## src/rtl/sdp_wdma_pkg.sv

```systemverilog
// sdp_wdma_pkg: shared constants, wide-word layout and bit-count helper for the SDP write splitter.
package sdp_wdma_pkg;
    localparam int SDP_DW = 256;
    localparam int SDP_WDMA_RATIO = 4;

    typedef struct packed {
        logic [SDP_WDMA_RATIO-1:0]             mask;
        logic [SDP_WDMA_RATIO-1:0][SDP_DW-1:0] seg;
    } wide_word_t;

    function automatic int unsigned one_cnt(input logic [31:0] v);
        int unsigned n = 0;
        for (int i = 0; i < 32; i++) n += 32'(v[i]);
        return n;
    endfunction
endpackage

```

## src/rtl/nv_nvdla_sdp_wdma_lsb_sel.sv

```systemverilog
// nv_nvdla_sdp_wdma_lsb_sel: lowest-set-bit priority encoder that also returns the mask with that bit cleared.
module nv_nvdla_sdp_wdma_lsb_sel #(
    parameter int RATIO = 4,
    parameter int SW = (RATIO > 1) ? $clog2(RATIO) : 1
) (
    input  logic [RATIO-1:0] mask,
    output logic [SW-1:0]    sel,
    output logic [RATIO-1:0] mask_clr
);
    always_comb begin
        sel = '0;
        for (int i = RATIO - 1; i >= 0; i--) if (mask[i]) sel = SW'(i);
    end

    assign mask_clr = mask & (mask - RATIO'(1));
endmodule

```

## src/rtl/nv_nvdla_sdp_wdma_split.sv

```systemverilog
// nv_nvdla_sdp_wdma_split: splits one wide masked word into one narrow beat per set mask bit, lowest first.
module nv_nvdla_sdp_wdma_split
    import sdp_wdma_pkg::*;
#(
    parameter int DW = SDP_DW,
    parameter int RATIO = SDP_WDMA_RATIO
) (
    input  logic                      nvdla_core_clk,
    input  logic                      nvdla_core_rstn,
    input  logic                      inp_pvld,
    output logic                      inp_prdy,
    input  logic [RATIO*DW+RATIO-1:0] inp_data,
    input  logic                      inp_end,
    output logic                      out_pvld,
    input  logic                      out_prdy,
    output logic [DW:0]               out_data,
    output logic                      out_end
);
    localparam int SW = (RATIO > 1) ? $clog2(RATIO) : 1;

    logic                      hold_vld, hold_end, hold_zero;
    logic [RATIO-1:0]          hold_mask, mask_clr, in_mask;
    logic [RATIO-1:0][DW-1:0]  hold_data;
    logic [SW-1:0]             sel;
    logic                      last, inp_acc, out_acc;

    assign in_mask = inp_data[RATIO*DW +: RATIO];

    nv_nvdla_sdp_wdma_lsb_sel #(.RATIO(RATIO), .SW(SW)) u_lsb_sel (
        .mask     (hold_mask),
        .sel      (sel),
        .mask_clr (mask_clr)
    );

    // An all-zero end word still owes one beat so the surface end marker survives.
    assign last     = hold_zero | (one_cnt(32'(hold_mask)) == 1);
    assign out_pvld = hold_vld;
    assign out_end  = hold_vld & last & hold_end;
    assign out_data = {hold_vld & ~hold_zero, hold_data[sel]};
    assign out_acc  = out_pvld & out_prdy;
    assign inp_prdy = ~hold_vld | (out_acc & last);
    assign inp_acc  = inp_pvld & inp_prdy;

    always_ff @(posedge nvdla_core_clk or negedge nvdla_core_rstn) begin
        if (!nvdla_core_rstn) begin
            hold_vld  <= 1'b0;
            hold_mask <= '0;
            hold_end  <= 1'b0;
            hold_zero <= 1'b0;
        end else if (inp_acc) begin
            hold_mask <= in_mask;
            hold_end  <= inp_end;
            hold_zero <= (in_mask == '0);
            hold_vld  <= (in_mask != '0) | inp_end;
        end else if (out_acc) begin
            if (last) hold_vld <= 1'b0;
            else hold_mask <= mask_clr;
        end
    end

    always_ff @(posedge nvdla_core_clk) begin
        if (inp_acc) hold_data <= inp_data[RATIO*DW-1:0];
    end
endmodule

```

## config.mk

```make
export PLATFORM = sky130hd
export DESIGN_NAME = nv_nvdla_sdp_wdma_split
export DESIGN_NICKNAME = d
export VERILOG_FILES = /design/src/rtl/sdp_wdma_pkg.sv /design/src/rtl/nv_nvdla_sdp_wdma_lsb_sel.sv /design/src/rtl/nv_nvdla_sdp_wdma_split.sv
export SDC_FILE = /design/constraint.sdc
export NUM_CORES = 1
export LEC_CHECK = 0
export ABC_CLOCK_PERIOD_IN_PS = 34600
export CORE_AREA = 5 5 496 498
export CTS_BUF_LIST = sky130_fd_sc_hd__clkbuf_16
export CTS_CLUSTER_DIAMETER = 30
export DETAILED_ROUTE_END_ITERATION = 10
export DIE_AREA = 0 0 501 503
export MAX_ROUTING_LAYER = met4
export PLACE_DENSITY = 0.32
export SYNTH_ARGS = -nofsm -noshare
export SYNTH_HDL_FRONTEND = slang
export SYNTH_SLANG_ARGS = --single-unit
```

## constraint.sdc

```tcl
create_clock -name nvdla_core_clk -period 34.6 [get_ports nvdla_core_clk]
set_input_delay 10.38 -clock nvdla_core_clk [delete_from_list [all_inputs] [get_ports nvdla_core_clk]]
set_output_delay 10.38 -clock nvdla_core_clk [all_outputs]
set_load 0.05 [all_outputs]
```

# Word-level counts from Yosys, hierarchy flattened
# Index checks and enable logic that the tools add are counted.
# classes
add_sub_neg	4
magnitude_cmp	1
eq_ne	2
n_mux	12
n_bitwise	12
n_reduce_logical	6
# ops
operator	count
256-bit binary-select mux with 2-bit select	1
256-bit 2-to-1 mux	1
4-bit 2-to-1 mux	3
2-bit 2-to-1 mux	4
1-bit bitwise AND	6
3-bit by 1-bit adder with 4-bit output	1
4-bit bitwise AND	1
4-bit by 1-bit == test with 1-bit output (second input constant)	1
4-bit logical NOT	1
2-bit AND reduction	2
2-bit nonzero test	2
4-bit nonzero test	1
4-bit by 1-bit subtractor with 4-bit output (second input constant)	1
2-bit by 1-bit adder with 3-bit output	1
2-bit by 3-bit < comparator with 1-bit output (second input constant)	1
1-bit 2-to-1 mux	3
1-bit bitwise OR	3
1-bit by 1-bit adder with 2-bit output	1
2-bit by 1-bit inequality test with 1-bit output (second input constant)	1
1-bit inverter	2
# totals
register_bits	1031
inputBits	1033

# Depth between registers and ports, before layout
# Gate-level depths: netlist of run 1.
# depth
ltp_word	10
depth_mapped	9
depth_no_buf	9

# Cells and area by module
# From an unflattened synthesis of run 1, not the netlist that was laid out.
# unflattened
cells_unflattened	1394
hier_area_um2	37692.4
# by_module_without_submodules
module	n_inst	cells_each	area_each_um2
nv_nvdla_sdp_wdma_split	1	1384	37633.6
nv_nvdla_sdp_wdma_lsb_sel	1	10	58.8

# Worst setup path after synthesis of run 1
# No wires, ideal clock.
# synth_timing
path_kind	input to register
startpoint	input port out_prdy
endpoint	register hold_end
setup_time_ns	0.188
arrival_ns	43.021
t_required_ns	34.412
slack_ns	-8.608
stages	3
path_buffers	0
path_cell_list	nand4bb_1 -> a21boi_2 -> mux2_2
# synth_via
elab_chain_len	4
# synth_rtl
item	line_no	text
from (decl)	nv_nvdla_sdp_wdma_split.sv:15	input logic out_prdy,
1-bit bitwise AND	nv_nvdla_sdp_wdma_split.sv:40	assign out_acc = out_pvld & out_prdy;
1-bit bitwise AND	nv_nvdla_sdp_wdma_split.sv:41	assign inp_prdy = ~hold_vld | (out_acc & last);
1-bit bitwise OR	nv_nvdla_sdp_wdma_split.sv:41	
1-bit bitwise AND	nv_nvdla_sdp_wdma_split.sv:42	assign inp_acc = inp_pvld & inp_prdy;
via inp_acc	nv_nvdla_sdp_wdma_split.sv:25	logic last, inp_acc, out_acc;
to (signal assigned)	nv_nvdla_sdp_wdma_split.sv:52	hold_end <= inp_end;
to (decl)	nv_nvdla_sdp_wdma_split.sv:21	logic hold_vld, hold_end, hold_zero;
# The timed path passes the listed nets, and every way through them passes these cells.
# A chain may end at the register's enable or synchronous reset.

# Worst setup path after layout of run 1
# layout_timing
startpoint	input port out_prdy
endpoint	output port inp_prdy
# layout_via
elab_chain_len	3
# layout_rtl
item	line_no	text
1-bit bitwise AND	nv_nvdla_sdp_wdma_split.sv:40	
1-bit bitwise AND	nv_nvdla_sdp_wdma_split.sv:41	
1-bit bitwise OR	nv_nvdla_sdp_wdma_split.sv:41	
to (decl)	nv_nvdla_sdp_wdma_split.sv:11	output logic inp_prdy,
# Every way passes these cells.

==> results of run 1 <==
[kinds of logic (layout without fill, tap and decap cells)]
logic type | count (synthesis) | in the layout | share of synthesized area, %
buf+inv | 63 | 1862 | 1.259
flops | 1031 | 1031 | 82.57
compound gates | 12 | 12 | 0.2573
simple gates | 17 | 17 | 0.2773
mux | 258 | 258 | 15.45
fa+ha+maj | 5 | 5 | 0.1871
other cells | 0 | 98 | 0
[routing by layer]
layer	vias to the layer above	wire length, um	track usage (%)
met4	0	4824	5.111
met3	315	23120	8.331
met2	1355	79230	20.40
met1	11150	61380	13.43
li1	9513	-	-
met5	-	0	-
[cell type report]
cell class,instances,area [um^2]
clock inverters,222,2023
diodes,98,245.2
clock buffers,319,7983
multi-input cells,292,6085
well taps,3202,4006
repair buffers,1314,13150
inverters,7,26.28
fillers,24180,177200
flip-flops and latches,1031,30920
[critical path, delay by kind of cell]
family	cells	cell delay, ps
AOI/OAI and AO/OA	1	480
buffers and inverters	2	1290
and+or+nand+nor	1	340
[worst max-delay path by stage]
stage	start	end	slack (ps)	cells after the start
global route	out_prdy	inp_prdy	11640	4
floorplan	out_prdy	hold_end	4670	3
detailed placement	out_prdy	inp_prdy	11690	4
finish	out_prdy	inp_prdy	11710	4
CTS	out_prdy	inp_prdy	11670	4
global placement	out_prdy	inp_prdy	11610	4
[cell usage after synthesis (all sizes together) (3+ instances only)]
cell type	n	area share (%)
mux4	256	15
o21ai	3	0.040
nand2	4	0.047
edfxtp	1024	82
buf	53	1.2
nor3	4	0.067
ha	4	0.13
inv	7	0.070
dfrtp	7	0.47
clkbuf	3	0.030
[flip-flops by register name (all words and copies together) (netlist names)]
register	cells
hold_data	1024
hold_end	1
hold_mask	4
out_pvld	1
hold_zero	1
[through the flow]
step / setup WS, ps / cells / hold WS [ps] / utilization [%]
2_1_floorplan: 4669 / 1386 / 481.1 / -
3_3_place_gp: 11610 / 5846 / 494.8 / 22.43
3_5_place_dp: 11690 / 5846 / 504.7 / 22.43
4_1_cts: 11670 / 6387 / 512.6 / 26.57
5_1_grt: 11640 / 6480 / 535.0 / 26.66
6_report: 11710 / 6485 / 506.8 / 26.67
[power by group]
group | switching (mW) | internal, mW
Clock | 0.797 | 1.90
Sequential | 0.107 | 1.90
Combinational | 2.18 | 1.09
Total | 3.09 | 4.89
==> reports/results.ini, run 1 <==
[worst_hold_path]
min_from=hold_end
min_to=hold_end
holdCritPathClass=reg2reg
hold_path_depth=1

[routing]
firstDrtPassIters=5
viasPerCell=3.444
drt-total-wl_um=168600
drt_iter0_drc=1613
ant_nets=0
num_vias=22340
route.detailed.wl_per_inst_um=25.99
drc=0

[global_route]
grt_pass1_vias=25340
antenna_found_initial=135
grt_pass1_wl_um=218600
overflow=0
grtUsageTotal_pct=13.18
grt_max_degree=160

[synth]
synthCells=1386
synth_top_flop_cell=edfxtp_1
syn_nets=2424
synth_cell_types=33
syn_avg_cell_area_um2=27.02
ys_seq_area_share_pct=82.57
synth_area_um2=37450
synth_edf_count=1024
synthArstFlopShare_pct=0.6790
synth_warnings=0
ys_seq_elements=1031

[pwr]
cellLeakagePower_nw=21.65
total_power_mw=7.983
powerDensity_nw_per_um2=123.9
peakVddDrop_mv=0.08567

[setup_path]
timing.rr.end=hold_data[644]
critPathRequiredTime_ps=24220
r2r-start=hold_mask[0]
cp_common_cell=clkdlybuf4s50_1
crit_chain=clkdlybuf4s50_1, a21boi_0, nand2_1, clkdlybuf4s50_1
worstPathMaxFanout=4
slowest_delay_ps=810
reg2regPathDepth=11
crit_path_start_kind=input port
critical-path-slowest-cell=clkdlybuf4s50_1
timing.reg2reg.setup_slack_ps=28950
criticalPathCategory=in2out
crit_path_end_kind=output pin
arrival_ps=12510

[timing]
slew_headroom_pct=15.00
slew_viol_final=0
hold_viol=0
fin_crit_sh_pct=66.15
fin_worst_skew_ps=70.76
setup_viol=0
tightest_slew_ps=1275
max_freq_mhz=43.69
grt_setup_unrepaired=no
finalSetupTns_ps=0
period_needed_ps=22890

[floorplan]
die_y_um=503
dieArea_um2=252000
ios=1293
rows=181
floorplan.initialDensity_pct=15.50
die_w_um=501
coreArea_um2=241600

[place]
placed_cell_area_um2=54190
routabilityCongestion=0.8167
io_buffers=1292
dp_hpwl_um=130100

[cts]
cts_resized=0
clkSinkCount=1031
path_clk_slew_ps=40
cts_hold_buf=0
insertion_delay_ps=910
h-tree-depth=5
cts_setup_buffers=0
cts_tree=done
cts_root_buffer=clkbuf_16
cts.path.max_buffers=4
cts_buffers=318

[job]
drv_cap=0

[cells_and_area]
final_common_cell=clkdlybuf4s50_1
syn2layout_area_growth_pct=72.06
drive_above_1_share_pct=22.64
final_cell_mix=clkdlybuf4s50_1 (1,292), edfxtp_1 (1,024), clkbuf_16 (319), mux4_2 (256), clkinv_1 (62)
nets=4002
design_area_um2=64440

[status]
run_status=complete, no violations

Power figures use the tool's default switching activity.
==> run 2: changes to the inputs <==
- ABC_CLOCK_PERIOD_IN_PS: 34600 -> 20700
- clock period: 34.6 -> 20.7 ns (I/O delays scaled with it)
==> reports/results.ini, run 2 (synthesis results as in run 1) <==
[pwr]
pwr-share-clk_pct=34.2  ; +0.4 points
powerDensity_nw_per_um2=208.4  ; +68%
peakVddDrop_mv=0.1089  ; +27%
power_switching_mw=5.271  ; +71%
pwr-share-seq_pct=25.0  ; -0.2 points
p_sw_share_pct=39.09  ; +0.40 points
p_comb_share_pct=40.8  ; -0.2 points
cellLeakagePower_nw=21.64  ; about the same
p_int_mw=8.214  ; +68%

[routing]
viasPerCell=3.480  ; +1.0%
drc=0  ; unchanged
firstDrtPassIters=5  ; unchanged
num_vias=22580  ; +1.1%
drt-total-wl_um=176000  ; +4.4%
route.detailed.wl_per_inst_um=27.12  ; +4.4%
ant_nets=0  ; unchanged
drt_iter0_drc=1617  ; +0.25%

[cells_and_area]
fillers=24270  ; +0.35%
design_area_um2=64710  ; +0.42%
drive_above_1_share_pct=24.13  ; +1.5 points
largest_register=hold_data
final_cell_mix=clkdlybuf4s50_1 (1,291), edfxtp_1 (1,024), clkbuf_16 (317), mux4_2 (256), clkinv_2 (56)
reg_top3=hold_data (1024), hold_mask (4)
syn2layout_area_growth_pct=72.78
final_util_pct=26.78  ; +0.11 points
largest_reg_flops=1024  ; unchanged
nets=4000  ; -0.050%
final_common_cell=clkdlybuf4s50_1

[setup_path]
crit_path_start_kind=input port
crit_chain=clkdlybuf4s50_1, nand4bb_1, nand2_1, clkdlybuf4s50_1
timing.rr.end=hold_data[203]
critical-path-slowest-cell=clkdlybuf4s50_1
criticalPathCategory=in2out
reg2regPathDepth=10  ; -1
cp_common_cell=clkdlybuf4s50_1
critPathRequiredTime_ps=14490  ; -9730 ps
r2r-start=hold_mask[0]
timing.reg2reg.setup_slack_ps=15280  ; -13,670 ps
arrival_ps=8370  ; -4140 ps
crit_path_end_kind=output pin
slowest_delay_ps=860  ; +50 ps
worstPathMaxFanout=4  ; unchanged

[floorplan]
floorplan.initialDensity_pct=15.50  ; unchanged
die_y_um=503  ; unchanged
coreArea_um2=241600  ; unchanged
rows=181  ; unchanged
die_w_um=501  ; unchanged
dieArea_um2=252000  ; unchanged
ios=1293  ; unchanged

[global_route]
grtUsageTotal_pct=13.84  ; +0.66 points
grt_max_degree=171  ; +6.9%
grt_pass1_wl_um=228600  ; +4.5%
grt_pass1_vias=25690  ; +1.4%
overflow=0  ; unchanged
antenna_found_initial=125  ; -7.4%

[worst_hold_path]
holdCritPathClass=reg2reg
min_from=hold_end
min_to=hold_end
hold_path_depth=1  ; unchanged

[cts]
path_clk_slew_ps=40  ; about the same
cts_resized=0  ; unchanged
cts_setup_buffers=0  ; unchanged
h-tree-depth=5  ; unchanged
cts_root_buffer=clkbuf_16
cts_hold_buf=0  ; unchanged
clkSinkCount=1031  ; unchanged
cts_tree=done
cts_buffers=315  ; -0.94%
insertion_delay_ps=870  ; -40 ps
cts.path.max_buffers=4  ; unchanged

[timing]
grt_setup_unrepaired=no
slew_headroom_pct=19.18  ; +4.2 points
fin_crit_sh_pct=70.45
max_freq_mhz=68.57
setup_viol=0  ; unchanged
hold_viol=0  ; unchanged
tightest_slew_ps=1212  ; -62.68 ps
period_needed_ps=14580
finalSetupTns_ps=0  ; unchanged
fin_worst_skew_ps=57.48  ; -13.28 ps
slew_viol_final=0  ; unchanged

[place]
routabilityCongestion=0.8497  ; +4.0%
dp_hpwl_um=137900  ; +6.0%
io_buffers=1292  ; unchanged
placed_cell_area_um2=54210  ; about the same

[job]
drv_cap=0  ; unchanged

[status]
run_status=complete, no violations

==> run 2: cell types whose count changed in the layout (fill, tap and decap cells not counted), sizes merged <==
| cell | change |
|---|---|
| clkdlybuf4s50 | -1 |
| clkinv | -2 |
| diode | -17 |
| clkbuf | -2 |
| clkinvlp | +30 |
| buf | +2 |
| inv | -9 |
| bufinv | +1 |
==> run 2: through the flow <==
step                      worst slack (ps)  power (mW)  instances  hold WS (ps)
after floorplan                      -4888       7.302       1386         481.1
final                                 6117       13.49       6487         511.3
after global routing                  6090       14.14       6478         547.2
after global placement                6069       9.087       5847         498.5
after CTS                             6105       13.85       6406         523.3
after detailed placement              6111       9.119       5847         514.9
==> run 2: final cells by class <==
type | count | area, um^2 | area share (%)
antenna | 81 | 202.7 | 0.3132
clock buffer | 317 | 7933 | 12.26
clock inverter | 242 | 2372 | 3.666
inverter | 7 | 26.28 | 0.04060
multi-input combinational | 292 | 6096 | 9.420
sequential | 1031 | 30920 | 47.79
tap | 3202 | 4006 | 6.191
timing repair buffer | 1315 | 13150 | 20.32
==> run 2: power groups by stage <==
stage          Combinational [mW]  Sequential [mW]  Clock, mW
2_1_floorplan                3.41             3.89          0
3_3_place_gp                 5.70             3.39          0
3_5_place_dp                 5.70             3.42          0
4_1_cts                      5.73             3.39       4.73
5_1_grt                      5.84             3.43       4.87
6_report                     5.50             3.37       4.62
==> run 2: worst max path at each step <==
stage / start / end / slack [ps] / cells after the start
6_report: out_prdy / inp_prdy / 6120 / 4
5_1_grt: out_prdy / inp_prdy / 6090 / 4
4_1_cts: out_prdy / inp_prdy / 6110 / 4
3_5_place_dp: out_prdy / inp_prdy / 6110 / 4
3_3_place_gp: out_prdy / inp_prdy / 6070 / 4
2_1_floorplan: out_prdy / hold_end / -4890 / 3
==> run 2: routing by layer <==
layer  GRT usage, %  routed length [um]  vias to the layer above
met5              -                   0                        -
met4          4.089                4732                        0
met3          8.570               24380                      384
met2          22.67               85640                     1354
met1          13.68               61200                    11330
li1               -                   -                     9508
==> run 2: critical path: cells and delay by family <==
| family | cells | cell delay [ps] |
|---|---|---|
| AND/OR/NAND/NOR | 2 | 690 |
| buffers and inverters | 2 | 1460 |
